<file path="config.mk">
export PLATFORM = sky130hd
export DESIGN_NAME = univ_shift_reg_p
export DESIGN_NICKNAME = d
export VERILOG_FILES = /design/src/rtl/usr_pkg.sv /design/src/rtl/usr_step_logic.sv /design/src/rtl/univ_shift_reg_p.sv
export SDC_FILE = /design/constraint.sdc
export NUM_CORES = 1
export LEC_CHECK = 0
export CAP_MARGIN = 0
export CORE_MARGIN = 1.5
export CORE_UTILIZATION = 49
export CTS_CLUSTER_DIAMETER = 100
export DETAILED_ROUTE_END_ITERATION = 16
export PLACE_DENSITY = 0.84
export SLEW_MARGIN = 20
export SYNTH_ARGS = -nofsm -noshare
export SYNTH_HDL_FRONTEND = slang
export SYNTH_SLANG_ARGS = --single-unit
</file>
<file path="constraint.sdc">
create_clock -name clk -period 2.3 [get_ports clk]
set_clock_uncertainty 0.05 [all_clocks]
set_input_delay 0.46 -clock clk [delete_from_list [all_inputs] [get_ports clk]]
set_output_delay 0.46 -clock clk [all_outputs]
set_load 0.02 [all_outputs]
</file>
<file path="src/rtl/usr_pkg.sv">
// Shared types and helpers for the parametrised universal shift register.
package usr_pkg;

  typedef enum logic [2:0] {
    HOLD  = 3'b000,
    SHR   = 3'b001,
    SHL   = 3'b010,
    LOAD  = 3'b011,
    CLR_Q = 3'b100,
    ROR   = 3'b101,
    ROL   = 3'b110,
    ASR   = 3'b111
  } mode_t;

  typedef enum logic [1:0] {
    ST_IDLE = 2'd0,
    ST_RUN  = 2'd1,
    ST_FIN  = 2'd2
  } state_t;

  // Modes that a burst may repeat; everything else is a one-shot op.
  function automatic logic is_shift(input mode_t m);
    return (m == SHR) || (m == SHL) || (m == ROR) || (m == ROL) || (m == ASR);
  endfunction

endpackage

</file>
<file path="src/rtl/usr_step_logic.sv">
// One step of the register datapath: next Q and serial-out bits for a mode.
module usr_step_logic
  import usr_pkg::*;
#(
  parameter int unsigned WIDTH = 8
) (
  input  mode_t              mode_i,
  input  logic [WIDTH-1:0]   q_i,
  input  logic [WIDTH-1:0]   d_i,
  input  logic               lsd_i,
  input  logic               rsd_i,
  input  logic               sor_i,
  input  logic               sol_i,
  output logic [WIDTH-1:0]   q_o,
  output logic               sor_o,
  output logic               sol_o
);

  always_comb begin
    q_o   = q_i;
    sor_o = sor_i;
    sol_o = sol_i;
    case (mode_i)
      HOLD:  q_o = q_i;
      SHR: begin
        q_o   = {lsd_i, q_i[WIDTH-1:1]};
        sor_o = q_i[0];
      end
      SHL: begin
        q_o   = {q_i[WIDTH-2:0], rsd_i};
        sol_o = q_i[WIDTH-1];
      end
      LOAD:  q_o = d_i;
      CLR_Q: q_o = '0;
      ROR: begin
        q_o   = {q_i[0], q_i[WIDTH-1:1]};
        sor_o = q_i[0];
      end
      ROL: begin
        q_o   = {q_i[WIDTH-2:0], q_i[WIDTH-1]};
        sol_o = q_i[WIDTH-1];
      end
      ASR: begin
        q_o   = {q_i[WIDTH-1], q_i[WIDTH-1:1]};
        sor_o = q_i[0];
      end
      default: q_o = q_i;
    endcase
  end

endmodule

</file>
<file path="src/rtl/univ_shift_reg_p.sv">
// Parametrised universal shift register with an autonomous N-step burst engine.
module univ_shift_reg_p
  import usr_pkg::*;
#(
  parameter int unsigned WIDTH = 8,
  parameter int unsigned CW    = $clog2(WIDTH + 1)
) (
  input  logic             clk,
  input  logic             CLR,
  input  logic             EN,
  input  logic [2:0]       MODE,
  input  logic [WIDTH-1:0] D,
  input  logic             LSD,
  input  logic             RSD,
  input  logic             START,
  input  logic [CW-1:0]    CNT,
  output logic [WIDTH-1:0] Q,
  output logic             SOR,
  output logic             SOL,
  output logic             BUSY,
  output logic             DONE
);

  localparam logic [CW-1:0] CNT_MAX = CW'(WIDTH);

  state_t           state_q;
  mode_t            mode_q;
  logic [CW-1:0]    cnt_q;
  logic [WIDTH-1:0] q_q;
  logic             sor_q;
  logic             sol_q;
  logic             busy_q;
  logic             done_q;

  mode_t            mode_in;
  mode_t            step_mode;
  logic [CW-1:0]    cnt_sat;
  logic [WIDTH-1:0] q_d;
  logic             sor_d;
  logic             sol_d;

  assign mode_in   = mode_t'(MODE);
  assign cnt_sat   = (CNT > CNT_MAX) ? CNT_MAX : CNT;
  // While a burst runs the latched mode drives the datapath, not the live MODE.
  assign step_mode = (state_q == ST_RUN) ? mode_q : mode_in;

  usr_step_logic #(.WIDTH(WIDTH)) u_step (
    .mode_i (step_mode),
    .q_i    (q_q),
    .d_i    (D),
    .lsd_i  (LSD),
    .rsd_i  (RSD),
    .sor_i  (sor_q),
    .sol_i  (sol_q),
    .q_o    (q_d),
    .sor_o  (sor_d),
    .sol_o  (sol_d)
  );

  always_ff @(posedge clk or posedge CLR) begin
    if (CLR) begin
      state_q <= ST_IDLE;
      mode_q  <= HOLD;
      cnt_q   <= '0;
      q_q     <= '0;
      sor_q   <= 1'b0;
      sol_q   <= 1'b0;
      busy_q  <= 1'b0;
      done_q  <= 1'b0;
    end else if (EN) begin
      case (state_q)
        ST_IDLE: begin
          if (!START) begin
            q_q   <= q_d;
            sor_q <= sor_d;
            sol_q <= sol_d;
          end else if (is_shift(mode_in) && (cnt_sat != '0)) begin
            q_q    <= q_d;
            sor_q  <= sor_d;
            sol_q  <= sol_d;
            mode_q <= mode_in;
            cnt_q  <= cnt_sat - CW'(1);
            if (cnt_sat > CW'(1)) begin
              state_q <= ST_RUN;
              busy_q  <= 1'b1;
            end else begin
              state_q <= ST_FIN;
              done_q  <= 1'b1;
            end
          end else begin
            // Zero-length shift burst leaves Q alone; other ops run once.
            if (!is_shift(mode_in)) begin
              q_q   <= q_d;
              sor_q <= sor_d;
              sol_q <= sol_d;
            end
            state_q <= ST_FIN;
            done_q  <= 1'b1;
          end
        end
        ST_RUN: begin
          q_q   <= q_d;
          sor_q <= sor_d;
          sol_q <= sol_d;
          cnt_q <= cnt_q - CW'(1);
          if (cnt_q == CW'(1)) begin
            state_q <= ST_FIN;
            busy_q  <= 1'b0;
            done_q  <= 1'b1;
          end
        end
        ST_FIN: begin
          done_q  <= 1'b0;
          state_q <= ST_IDLE;
        end
        default: begin
          state_q <= ST_IDLE;
          busy_q  <= 1'b0;
          done_q  <= 1'b0;
        end
      endcase
    end
  end

  assign Q    = q_q;
  assign SOR  = sor_q;
  assign SOL  = sol_q;
  assign BUSY = busy_q;
  assign DONE = done_q;

endmodule

</file>
==> impl_metrics.env <==
export IMPL_rsz0062_at_grt="no"
export IMPL_crit_required_ps=2460
export IMPL_clkSinkCount=21
export IMPL_core_area_um2=2760
export IMPL_cts_inserted_buffers=3
export IMPL_synth_async_reset_ratio=1.00
export IMPL_cts_tree="built"
export IMPL_crit_type="in -> reg"
export IMPL_layout_commonest_cell="clkdlybuf4s50_1"
export IMPL_first_iter_violations=82
export IMPL_syn_inst=152
export IMPL_wl_per_cell_um=14.5
export IMPL_syn_area_um2=1420
export IMPL_grt_pass1_vias=1359
export IMPL_finalPower_mw=2.29
export IMPL_cts_hold_buf=0
export IMPL_worstPathMaxFanout=3
export IMPL_wirelength_mm=3.31
export IMPL_utilization=0.680
export IMPL_slowest_delay_ps=420
export IMPL_peakVddDrop_mv=0.966
export IMPL_pre_cts_ws_ps=-270
export IMPL_start_util=0.515
export IMPL_finalSetupViolCount=0
export IMPL_grt_usage=0.225
export IMPL_grt_ovfl_total=0
export IMPL_ys_types=41
export IMPL_layout_drive_gt1_share=0.173
export IMPL_fillerInstances=221
export IMPL_ios=33
export IMPL_post_cts_buffers=0
export IMPL_area_growth_pct=32.0
export IMPL_worst_skew_pair_late_latency_ps=310
export IMPL_startpoint_type="input pin"
export IMPL_dr_pass1_iters=4
export IMPL_synthFlopType="dfrtp_1"
export IMPL_post_route_drc_count=0
export IMPL_powerDensity_nw_per_um2=1220
export IMPL_vias=1339
export IMPL_die_y_um=56.8
export IMPL_slowest_stage="clkdlybuf4s50_1"
export IMPL_power_leakage_nw=0.802
export IMPL_status="finished clean"
export IMPL_end_kind="flip-flop"
export IMPL_final_nets=225
export IMPL_hold_violations=0
export IMPL_rows=19
export IMPL_antenna_left=0
export IMPL_worst_slew_pin_slew_ps=496
export IMPL_hp_class="in -> async"
export IMPL_final_max_slew_viol_count=0
export IMPL_hpwl_mm=2.60
export IMPL_ys_seq_area_frac=0.370
export IMPL_grt_max_degree=18
export IMPL_clkTransAtPathRegs_ps=120
export IMPL_cp_arrival_ps=2340
export IMPL_io_buffers=32
export IMPL_crit_family="simple AND/OR/NAND/NOR gates"
export IMPL_avgSynthCellArea_um2=9.34
export IMPL_cts_buffer_depth=2
export IMPL_yosysWarnings=0
export IMPL_slew_headroom=0.667
export IMPL_grt_first_pass_wirelength_mm=5.75
export IMPL_clock_fmax_ghz=0.459
export IMPL_vias_per_cell=5.87
export IMPL_cts_resized=0
export IMPL_maxCapViolations=0
export IMPL_setup_ws_ps=120
export IMPL_die_x_um=56.8
export IMPL_mappedNetlistNets=179
export IMPL_place_congestion=0.795
export IMPL_crit_buf_inv=1
export IMPL_crit_chain="clkdlybuf4s50_1 -> nand2b_1 -> ha_1 -> a2111oi_1 -> and3_1 -> mux2_2"
export IMPL_clockRootBuffer="clkbuf_4"
export IMPL_fin_crit_sh=0.948
export IMPL_ys_ff_latch=21
export IMPL_htree_num_levels=1
export IMPL_period_needed_ps=2180
export IMPL_synth_edf_count=0
export IMPL_die_area_um2=3230
export IMPL_antenna_cells=0
export IMPL_antenna_found_initial=0
export IMPL_final_cell_mix="clkdlybuf4s50_1, dfrtp_1, buf_4"
-- routing by layer --
layer | track usage | vias to the layer above | part of all wire
li1 | - | 654 | -
met1 | 0.273 | 635 | 0.43
met2 | 0.399 | 43 | 0.50
met3 | 0.0392 | 7 | 0.046
met4 | 0.0764 | 0 | 0.017
met5 | 0 | - | 0
-- sequential cells by signal, summed over array words and instances, names as in the netlist --
name	count
mode_q	3
BUSY	1
cnt_q	4
Q	8
SOL	1
DONE	1
SOR	1
state_q	2
-- cell type report --
class,instances,area [um2],area share
Sequential cell,21,526,0.280
Inverter,8,30.0,0.0160
Tap cell,31,38.8,0.0207
Clock buffer,4,26.3,0.0140
Multi-Input combinational cell,117,821,0.438
Timing Repair Buffer,47,433,0.231
-- path summary, 6_finish.rpt --
kind | startpoint | endpoint | slack, ps | depth (start not counted)
worst max-delay path | CNT[3] | mode_q[2] | 120 | 6
worst min-delay path | CLR | DONE | 280 | 2
worst max register to register | state_q[0] | Q[0] | 240 | 5
worst min register to register | BUSY | BUSY | 460 | 2
max in group asynchronous | CLR | cnt_q[1] | 1440 | 3
min in group clk | BUSY | BUSY | 460 | 2
-- Yosys cell counts (all sizes together) (2+ instances only) --
cell type | instances | area (um2)
nand2b | 6 | 37.5
dfrtp | 21 | 526
nor2b | 2 | 12.5
inv | 8 | 30.0
and3 | 3 | 18.8
mux2 | 7 | 78.8
nor3 | 6 | 30.0
ha | 6 | 75.1
o21ai | 23 | 145
buf | 5 | 41.3
o211ai | 2 | 15.0
a222oi | 7 | 70.1
mux2i | 3 | 42.5
a21oi | 7 | 35.0
nor2 | 14 | 52.6
nand2 | 13 | 48.8
-- report_power, final --
group / switching [mW] / leakage (nW) / internal, mW
logic: 0.725 / 0.520 / 0.659
registers: 0.189 / 0.267 / 0.539
clock network: 0.114 / 0.0150 / 0.0678
-- stage by stage --
step,cells,hold WS (ps),TNS (ps),area (um2)
3_3_place_gp,224,436,-832,1850
5_1_grt,228,283,0,1870
2_1_floorplan,152,387,0,1420
3_5_place_dp,224,442,-1470,1850
4_1_cts,228,292,0,1870
6_report,228,284,0,1870
-- cell families after synthesis --
| logic type | Yosys count | synth area share |
|---|---|---|
| DFF | 21 | 0.370 |
| and+or+nand+nor | 50 | 0.177 |
| buffers and inverters | 14 | 0.0529 |
| adders and majority gates | 6 | 0.0529 |
| xor gates and xnor gates | 1 | 0.00617 |
| muxes | 10 | 0.0855 |
| AOI/OAI and AO/OA | 50 | 0.256 |
-- worst register-to-register path, stage by stage (launching register included) --
cell and delay, ps:
dfrtp_1 500, nand2b_1 380, mux2i_4 310, o21ai_1 210, a222oi_1 380, o21ai_0 120
Note: power is estimated with default switching activity, not from simulation.
